<file path="config.mk">
export PLATFORM = sky130hd
export DESIGN_NAME = booth_radix4_mac_seq
export DESIGN_NICKNAME = d
export VERILOG_FILES = /design/src/rtl/booth_radix4_mac_seq.sv
export SDC_FILE = /design/constraint.sdc
export NUM_CORES = 1
export LEC_CHECK = 0
export CORE_MARGIN = 8
export CORE_UTILIZATION = 25
export DETAILED_ROUTE_END_ITERATION = 10
export PLACE_DENSITY = 0.41
export SLEW_MARGIN = 0
export SYNTH_ARGS = -nofsm -noshare
export SYNTH_HDL_FRONTEND = slang
export SYNTH_SLANG_ARGS = --single-unit
</file>
<file path="constraint.sdc">
create_clock -name clk -period 9.4 [get_ports clk]
set_input_delay 1.88 -clock clk [delete_from_list [all_inputs] [get_ports clk]]
set_output_delay 1.88 -clock clk [all_outputs]
set_load 0.01 [all_outputs]
</file>
<file path="src/rtl/booth_radix4_mac_seq.sv">
// Iterative radix-4 Booth multiplier: one overlapping 3-bit multiplier window per cycle,
// start/busy/done handshake. Define BOOTH_UNSIGNED_EN for unsigned operands (one extra digit).
module booth_radix4_mac_seq #(
  parameter int WIDTH = 8
) (
  input  logic               clk,
  input  logic               rst,
  input  logic               start,
  input  logic [WIDTH-1:0]   multiplicand,
  input  logic [WIDTH-1:0]   multiplier,
  output logic               busy,
  output logic               done,
  output logic [2*WIDTH-1:0] product
);

  localparam int PW = 2 * WIDTH;
  localparam int SW = WIDTH + 3;
`ifdef BOOTH_UNSIGNED_EN
  localparam int NDIG = WIDTH / 2 + 1;
`else
  localparam int NDIG = WIDTH / 2;
`endif
  localparam int CW = $clog2(NDIG + 1);

  typedef enum logic [1:0] {IDLE, RUN, DONE} state_t;

  state_t          state_q, state_d;
  logic [PW-1:0]   mcand_q, mcand_d;
  logic [SW-1:0]   qsr_q, qsr_d;
  logic [PW-1:0]   acc_q, acc_d;
  logic [CW-1:0]   cnt_q, cnt_d;
  logic            busy_q, busy_d;
  logic            done_q, done_d;
  logic [PW-1:0]   product_q, product_d;

  logic [PW-1:0]   m2;
  logic [PW-1:0]   mult;
  logic [PW-1:0]   addend;
  logic [PW-1:0]   acc_sum;
  logic [PW-1:0]   mcand_ext;
  logic [SW-1:0]   qsr_init;

  // The shift register always carries two guard bits above Q so both builds share one width;
  // the signed build simply never reaches the digit that would read them.
`ifdef BOOTH_UNSIGNED_EN
  assign mcand_ext = {{WIDTH{1'b0}}, multiplicand};
  assign qsr_init  = {2'b00, multiplier, 1'b0};
`else
  assign mcand_ext = {{WIDTH{multiplicand[WIDTH-1]}}, multiplicand};
  assign qsr_init  = {{2{multiplier[WIDTH-1]}}, multiplier, 1'b0};
`endif

  always_comb begin
    m2   = mcand_q << 1;
    mult = '0;
    case (qsr_q[2:0])
      3'b001, 3'b010: mult = mcand_q;
      3'b011:         mult = m2;
      3'b100:         mult = -m2;
      3'b101, 3'b110: mult = -mcand_q;
      default:        mult = '0;
    endcase
    addend  = mult << {cnt_q, 1'b0};
    acc_sum = acc_q + addend;
  end

  always_comb begin
    state_d   = state_q;
    mcand_d   = mcand_q;
    qsr_d     = qsr_q;
    acc_d     = acc_q;
    cnt_d     = cnt_q;
    busy_d    = busy_q;
    done_d    = 1'b0;
    product_d = product_q;
    case (state_q)
      IDLE, DONE: begin
        if (start) begin
          mcand_d = mcand_ext;
          qsr_d   = qsr_init;
          acc_d   = '0;
          cnt_d   = '0;
          busy_d  = 1'b1;
          state_d = RUN;
        end else begin
          busy_d  = 1'b0;
          state_d = IDLE;
        end
      end
      RUN: begin
        acc_d = acc_sum;
        qsr_d = qsr_q >> 2;
        cnt_d = cnt_q + 1'b1;
        // The last digit's sum goes straight to the product so done and the result line up.
        if (cnt_q == CW'(NDIG - 1)) begin
          busy_d    = 1'b0;
          done_d    = 1'b1;
          product_d = acc_sum;
          state_d   = DONE;
        end
      end
      default: begin
        busy_d  = 1'b0;
        state_d = IDLE;
      end
    endcase
  end

  always_ff @(posedge clk) begin
    if (rst) begin
      state_q   <= IDLE;
      mcand_q   <= '0;
      qsr_q     <= '0;
      acc_q     <= '0;
      cnt_q     <= '0;
      busy_q    <= 1'b0;
      done_q    <= 1'b0;
      product_q <= '0;
    end else begin
      state_q   <= state_d;
      mcand_q   <= mcand_d;
      qsr_q     <= qsr_d;
      acc_q     <= acc_d;
      cnt_q     <= cnt_d;
      busy_q    <= busy_d;
      done_q    <= done_d;
      product_q <= product_d;
    end
  end

  assign busy    = busy_q;
  assign done    = done_q;
  assign product = product_q;

endmodule

</file>
==> results.md, run 1 <==
* H-tree levels at 2
* Yosys cell types at 59
* Post-synth EDFFs at 0
* Final hold violations at 0
* Detailed Route WL at a little over 10000 µm
* Initial DRC count at ~170
* GRT Total Usage at ~11%
* Post-synthesis sequential area ratio at between 20 and 30%
* Die Span Y at roughly 140 µm
* Setup bufs post-CTS at 0
* Pleak at between 0.0015 and 0.002 µW
* Status: complete, no violations
* Worst hold path class: reg2reg
* Number of global-route vias before repair at between 3000 and 4000
* RSZ-0062 raised after global routing: false
* CP Launch Type: register
* Latest clock arrival within the worst-skew pair at approximately 0.30 ns
* Reg-to-reg startpoint: mcand_q[2]$_SDFFE_PP0P_
* Clock Skew at 0.00861 ns
* Post-synth net total at 544
* Post_cts resized at 0
* YS warnings at 0
* Period utilization at 56.4%
* Grt ovf at 0
* Row cnt at 45
* Final nets at approximately 550
* Setup TNS Final at 0 ns
* DRC viols at 0
* Synthesized flop and latch total at 56
* Die Width at between 100 and 150 µm
* WP data required at around 9.6 ns
* Final Instance Area at between 4000 and 5000 µm²
* Peak supply drop at roughly 76 µV
* Ports at 37
* Slew Limit Headroom at a little over two fifths
* Post-synth top area share at between 20% and 30%
* Crit path time final at ~5.3 ns
* Vias at 3537
* WL/cell at roughly 15 µm
* Final slew viol count at 0
* Diodes inserted at 0
* Commonest cells in the netlist: 89 x nand2_1, 56 x dfxtp_1, 52 x nor2_1, 46 x a21oi_1, 20 x clkbuf_1
* CTS buffer count at 5
* Post-Syn Area at about 3800 µm²
* Initial antenna violation count at 0
* Max Fclk at 189 MHz
* Area contributors post-synth: dfxtp_1 29%, nand2_1 8.7%, ha_1 6.2%
* Most frequent cell after synthesis: nand2_1
* Crit-path max FO at 9
* Ys flop type: dfxtp_1
* # hold bufs at CTS at 0
* Largest net degree at the start of global routing at just under 60
* Total Die Area at roughly 20000 µm²
* Initial Utilization at between 20% and 30%
* Pre-Repair DR Iteration Count at 4
* Worst path arrival time at ~5.5 ns
* P per Cell Area at ~150 nW/µm²
* Root buffer cell: clkbuf_16
* Hold_sp: product[5]$_SDFFE_PP0P_
* Layout cell share with drive strength beyond 1 at 6.60%
* Clock Path Buffers at 2
* PortBufs at 36
* Worst Max-Slew Pin Slew at 0.854 ns
* Endpoints failing setup at 0
* Post-Syn Area per Cell at roughly 7.6 µm²
* TritonCTS clock tree: built
* Routed Antenna Nets at 0
* First-pass GRT wire length at between 15000 and 20000 µm
* Worst Setup SP: mcand_q[2]$_SDFFE_PP0P_
* Synthesis-to-layout area growth at 16.0%
* Largest area contributor in the netlist: dfxtp_1
* Clock sink count at 56
* Synthesized instance count at 505
* Ys async rst share at 0%
* Core box area at between 15000 and 20000 µm²
* DP HPWL at between 7000 and 8000 µm
* Kind of critical path: reg2reg
* MaxCap Viol Count at 0
* Util after Layout at between 20 and 30%
* Reg2reg setup slack at 4.10 ns
* Worst-path clk slew at approximately 0.07 ns
* Via/cell ratio at around 5
* Endpoint class of the critical path: register
* Dpl cell area at roughly 4300 µm²
* Routability cong. at approximately 0.84
-- power breakdown --
part	switching [µW]	internal (µW)	leakage (µW)
Clock	86.9	140	0.0000901
Combinational	90.4	66.8	0.00113
Sequential	16.7	247	0.000455
Total	194	454	0.00168
-- registers in the layout, summed over array words and instances, names as in the netlist --
| name | count |
|---|---|
| qsr_q | 10 |
| acc_q | 16 |
| done | 1 |
| mcand_q | 8 |
| product | 16 |
| cnt_q | 3 |
| state_q | 2 |
-- per-stage QoR --
stage / setup WS [ns] / total power, µW / hold slack [ns] / std cells
3_3_place_gp: 4.25 / 427 / 0.443 / 695
5_1_grt: 3.67 / 688 / 0.476 / 703
2_1_floorplan: 4.73 / 387 / 0.437 / 505
6_report: 4.10 / 648 / 0.455 / 703
4_1_cts: 4.08 / 659 / 0.459 / 703
3_5_place_dp: 4.08 / 426 / 0.449 / 695
-- critical path, cell delays in order, from the launching register on --
cell and delay (ns):
dfxtp_1 0.39, or4_4 0.61, nor4_1 0.30, inv_1 0.08
ha_1 0.33, a211o_1 0.29, a21boi_0 0.22, a221o_1 0.20
nor2_1 0.05, o21ai_0 0.16, o21ai_0 0.10, o22ai_1 0.18
ha_1 0.26, nand3_1 0.12, nor4_1 0.27, a21oi_1 0.14
a2111oi_0 0.59, or2_2 0.24, or3_2 0.12, mux2i_1 0.07
or4_1 0.46
-- cell type report --
class / instances / area [µm²]
Clock inverter: 1 / 30.0
Clock buffer: 7 / 153
Fill cell: 1653 / 10700
Tap cell: 188 / 235
Inverter: 14 / 52.6
Timing Repair Buffer: 40 / 385
Sequential cell: 56 / 1120
Multi-Input combinational cell: 397 / 2460
-- logic make-up (layout without fill, tap and decap cells) --
logic type,count (synthesis),after routing,share of synthesized area (%)
AO/OA/AOI/OAI,134,134,23.5
XOR/XNOR,17,17,3.89
adder cells (fa/ha/maj),20,20,6.74
buffers and inverters,52,62,6.34
flip-flops,56,56,29.3
multiplexers,21,21,6.12
AND/OR/NAND/NOR,205,205,24.1
-- per-layer routing --
metal  wire (µm)  GRT usage (%)
met1        5230           14.3
met2        4720           17.1
met3         242           1.92
met4         178           4.46
met5           0              0
-- final timing paths --
| check | cells after the start | end |
|---|---|---|
| worst max register to register | 20 | acc_q[15]$_SDFFE_PP0P_ |
| worst max-delay path | 20 | acc_q[15]$_SDFFE_PP0P_ |
| worst min register to register | 2 | product[5]$_SDFFE_PP0P_ |
| worst min-delay path | 2 | product[5]$_SDFFE_PP0P_ |
-- cells in the final DEF, fill, tap and decap left out, drive strengths merged, types with 9 or more instances in the layout --
| cell type | netlist | final |
|---|---|---|
| ha | 19 | 19 |
| nand3 | 13 | 13 |
| a21oi | 46 | 46 |
| nor3 | 13 | 13 |
| inv | 14 | 14 |
| xnor2 | 13 | 13 |
| mux2i | 11 | 11 |
| nor2 | 52 | 52 |
| mux2 | 9 | 9 |
| clkdlybuf4s50 | 0 | 35 |
| a22oi | 15 | 15 |
| o21ai | 19 | 19 |
| nand2 | 89 | 89 |
| dfxtp | 56 | 56 |
Note: power is estimated with default switching activity, not from simulation.
==> run 2: changes to the inputs <==
Settings changed: PLACE_DENSITY 0.41 to 0.43.
Clock period 9.4 ns to 4.5 ns, I/O delays scaled along.
==> run 2 against run 1 <==
First-iteration DRC count grew 1.8%. Clock skew fell by 0.0015 ns. Via count grew 5.0%. Clock power rose by 97%. Global-route usage increased by 0.34 points. Final area increased by 9.6%. Critical path depth did not move. Sequential cell count unchanged. Largest cell class unchanged.
==> results.md, run 2 (synthesis results as in run 1) <==
* RSZ-0062 raised after global routing: true
* TritonCTS clock tree: built
* Synthesis-to-layout area growth at 27.1%
* WP data required at around 4.7 ns
* Worst Setup SP: mcand_q[2]$_SDFFE_PP0P_
* Most frequent cells in the layout: 89 x nand2_1, 56 x dfxtp_1, 50 x nor2_1
* GRT met1 Usage at approximately 14%
* DP HPWL at around 8000 µm
* Initial DRC count at 170
* Period utilization at roughly 100%
* Worst path arrival time at between 4 and 5 ns
* Endpoints failing setup at 0
* Via/cell ratio at slightly below 5
* H-tree levels at 2
* Detailed Route WL at ~11000 µm
* Core box area at roughly 15000 µm²
* Total Die Area at approximately 20000 µm²
* Commonest non-fill, non-tap cell in the layout: nand2_1
* Worst hold path class: reg2reg
* DRC viols at 0
* GRT Total Usage at roughly 11%
* Top Usage Layer GRT: met2
* Routability cong. at about 0.89
* Ports at 37
* Diodes inserted at 0
* Hold slack at 0.456 ns
* Pleak at 0.00191 µW
* CTS buffer count at 5
* # hold bufs at CTS at 0
* Worst Max-Slew Pin Slew at about 0.82 ns
* Clock Skew at between 0.007 and 0.008 ns
* CP Launch Type: register
* Setup ws final at roughly 0.017 ns
* Grt ovf at 0
* Die Width at roughly 140 µm
* First-pass GRT wire length at 18400 µm
* Reg-to-reg startpoint: mcand_q[2]$_SDFFE_PP0P_
* Tot Pwr at around 1400 µW
* Kind of critical path: reg2reg
* Worst Setup EP: acc_q[15]$_SDFFE_PP0P_
* Status: complete, no violations
* Root buffer cell: clkbuf_16
* Post-Place Setup Slack at -0.0990 ns
* RR Endpoint: acc_q[15]$_SDFFE_PP0P_
* Endpoint class of the critical path: register
* Die Span Y at 140 µm
* Worst-path clk slew at roughly 0.08 ns
* Hold_sp: product[14]$_SDFFE_PP0P_
* PortBufs at 36
* Row cnt at between 40 and 50
* Reg2reg setup slack at ~0.017 ns
* MaxCap Viol Count at 0
* Final hold violations at 0
* Initial Utilization at approximately a quarter
* Latest clock arrival within the worst-skew pair at 0.30 ns
* Slew Limit Headroom at 45.0%
* Clock Path Buffers at 2
* Final nets at just under 600
* Peak supply drop at roughly 160 µV
* Vias at approximately 3700
* Clock sink count at between 50 and 60
* Crit-path max FO at 3
* Routing usage on met2 at between 10% and 20%
* R2R depth at 20
* Routed Antenna Nets at 0
* Grt met3 use at about 1.4%
* Placed cells at around 740
* P per Cell Area at 289 nW/µm²
* Final slew viol count at 0
* Initial antenna violation count at 0
* Util after Layout at around 32%
* Number of global-route vias before repair at 3722
* Non-filler cells, final at 747
* Layout cell share with drive strength beyond 1 at between 10% and 20%
* Max Fclk at around 220 MHz
* WL/cell at approximately 15 µm
* Crit path time final at between 4 and 5 ns
* Pre-Repair DR Iteration Count at 4
* Largest net degree at the start of global routing at 33
## run 2: routing by layer
metal | part of all wire [%] | wire, µm
met4 | 1.4 | 150
met3 | 2.9 | 321
met5 | 0 | 0
met1 | 48 | 5270
met2 | 47 | 5190
## run 2: area by class of cell
cell class                      instances  area (µm²)
Clock inverter                          3        42.5
Inverter                               14        52.6
Fill cell                            1643       10200
Clock buffer                            5         125
Tap cell                              188         235
Multi-Input combinational cell        397        2570
Timing Repair Buffer                   84         716
Sequential cell                        56        1120
## run 2: repair_timing
action	in CTS	in global routing
pin swaps	4	13
endpoints found under the setup margin	1	4
resized for setup	1	14
setup buffers	2	2
endpoints found under the hold margin	0	0
## run 2: worst max-delay path: stages (launching register included)
cell and delay [ns]:
dfxtp_1 0.31, or4_4 0.56, nor4_4 0.24, inv_1 0.10, ha_4 0.29, a211o_1 0.13, a21boi_2 0.05, a221o_1 0.27
nor2_1 0.10, o21ai_1 0.07, o21ai_1 0.09, o22ai_1 0.09, ha_1 0.37, nand3_2 0.11, nor4_4 0.30, a21oi_2 0.12
a2111oi_4 0.38, or2_4 0.18, or3_2 0.10, mux2i_1 0.06, or4_1 0.45
## run 2: where the power goes
group / internal [µW] / switching (µW)
Sequential: 515 / 19.0
Clock: 262 / 186
Combinational: 195 / 229
## run 2: through the flow
step | instance area (µm²) | TNS [ns]
2_1_floorplan | 3860 | 0
3_3_place_gp | 4600 | -0.0140
3_5_place_dp | 4600 | -0.0990
4_1_cts | 4780 | 0
5_1_grt | 4860 | -0.456
6_report | 4860 | 0
## run 2: worst min path at each step
stage               slack (ns)                  endpoint  cells after the start
global route              0.47   product[7]$_SDFFE_PP0P_                      2
CTS                       0.46   product[1]$_SDFFE_PP0P_                      2
floorplan                 0.44     qsr_q[9]$_SDFFE_PP0P_                      2
detailed placement        0.45   product[1]$_SDFFE_PP0P_                      2
finish                    0.46  product[14]$_SDFFE_PP0P_                      2
global placement          0.44  product[14]$_SDFFE_PP0P_                      2
==> patch: new RTL, config.mk and constraints of run 1 <==
The 3 states of `state_t` get a one-hot encoding in 3 bits.
--- a/src/rtl/booth_radix4_mac_seq.sv
+++ b/src/rtl/booth_radix4_mac_seq.sv
@@ -22,7 +22,7 @@
 `endif
   localparam int CW = $clog2(NDIG + 1);
 
-  typedef enum logic [1:0] {IDLE, RUN, DONE} state_t;
+  typedef enum logic [2:0] {IDLE = 3'b001, RUN = 3'b010, DONE = 3'b100} state_t;
 
   state_t          state_q, state_d;
   logic [PW-1:0]   mcand_q, mcand_d;
Function: same outputs for any inputs over 4 cycles, from zero or initial values and one cycle with rst high; so few cycles prove little.
==> patch against run 1 <==
  * First-iteration DRC count rose by 38%
  * Setup slack better by 0.71 ns
  * Total power is 9.9% higher
  * Combinational power shrank 27%
  * Routed wire length rose by 7.2%
  * Sequential share of layout area down 0.72 points
  * Synthesized cell count rose by 4.4%
  * Sequential cell count rose by 1
  * Design area grew 4.8%
  * Critical path depth fell by 1
  * Synthesized area increased by 1.9%
==> patch: results <==
set metrics [dict create \
    final.fill_count 1641 \
    timing.clock.skew_ns 0.004887 \
    m1WireLength_um 5508 \
    synthDistinctLibCells 65 \
    cts_max_level 3 \
    reg2regPathDepth 19 \
    comb_power_share 0.161 \
    layout-drive-gt1-share 0.07169 \
    grt_start_max_net_pins 56 \
    cell_area_placed_um2 4342 \
    adder_and_majority_gate_portion_of_the_synthesized_area 0.06934 \
    total_number_of_vias 3713 \
    static_leakage_nw 1.675 \
    grt_use_met3 0.02363 \
    num-nets-final 579 \
    netSwitchingFraction 0.2670 \
    first_pass_grt_wire_length_um 18730 \
    totalWireLength_um 11120 \
    result_of_the_run "finished, final reports clean" \
    holdPathEnd "product[0]" \
    use_met2 0.1830 \
    top_cells_by_count_synth "sky130_fd_sc_hd__nand2_1, sky130_fd_sc_hd__a21oi_1, sky130_fd_sc_hd__dfxtp_1" \
    ff2ff_setup_slack_ns 4.81 \
    cts_inserted_buffers 9 \
    post_drt_wl_per_cell_um 15.19 \
    seq_power_share 0.367 \
    yosys.area_share.xor_xnor 0.04045 \
    layout.core_utilization 0.3059 \
    met3_wirelength_um 376 \
    synth_nets 567 \
    timing.hold.worst.start "product[0]" \
    dp_hpwl_um 8064 \
    cts.clk_slew.worst_paths_ns 0.05 \
    vias_in_the_first_global_route 3591 \
]
[patch: cell types whose count changed after synthesis, moves of 6 or more]
cell                             run 1  this run
sky130_fd_sc_hd__mux2_2              9         2
sky130_fd_sc_hd__nor3_1             13         6
sky130_fd_sc_hd__inv_1              14         7
sky130_fd_sc_hd__a22oi_1            15         1
sky130_fd_sc_hd__buf_4               7         1
sky130_fd_sc_hd__a21oi_1            46        72
sky130_fd_sc_hd__a31oi_1             3        12
[patch: per-stage QoR]
step                      hold WS [ns]  worst slack [ns]
final                           0.4535             4.807
after global routing            0.4806             4.507
after CTS                       0.4579             4.885
after detailed placement        0.4443             4.906
after global placement          0.4473             4.885
after floorplan                 0.4435             5.721
[patch: cell type report]
type                    count  area, um^2  share of cell area
clock inverters             2       35.03            0.007533
repair buffers             41       392.9             0.08448
well taps                 188       235.2             0.05058
multi-input cells         423        2546              0.5475
clock buffers              14       274.0             0.05892
flip-flops and latches     57        1141              0.2454
inverters                   7       26.28            0.005650
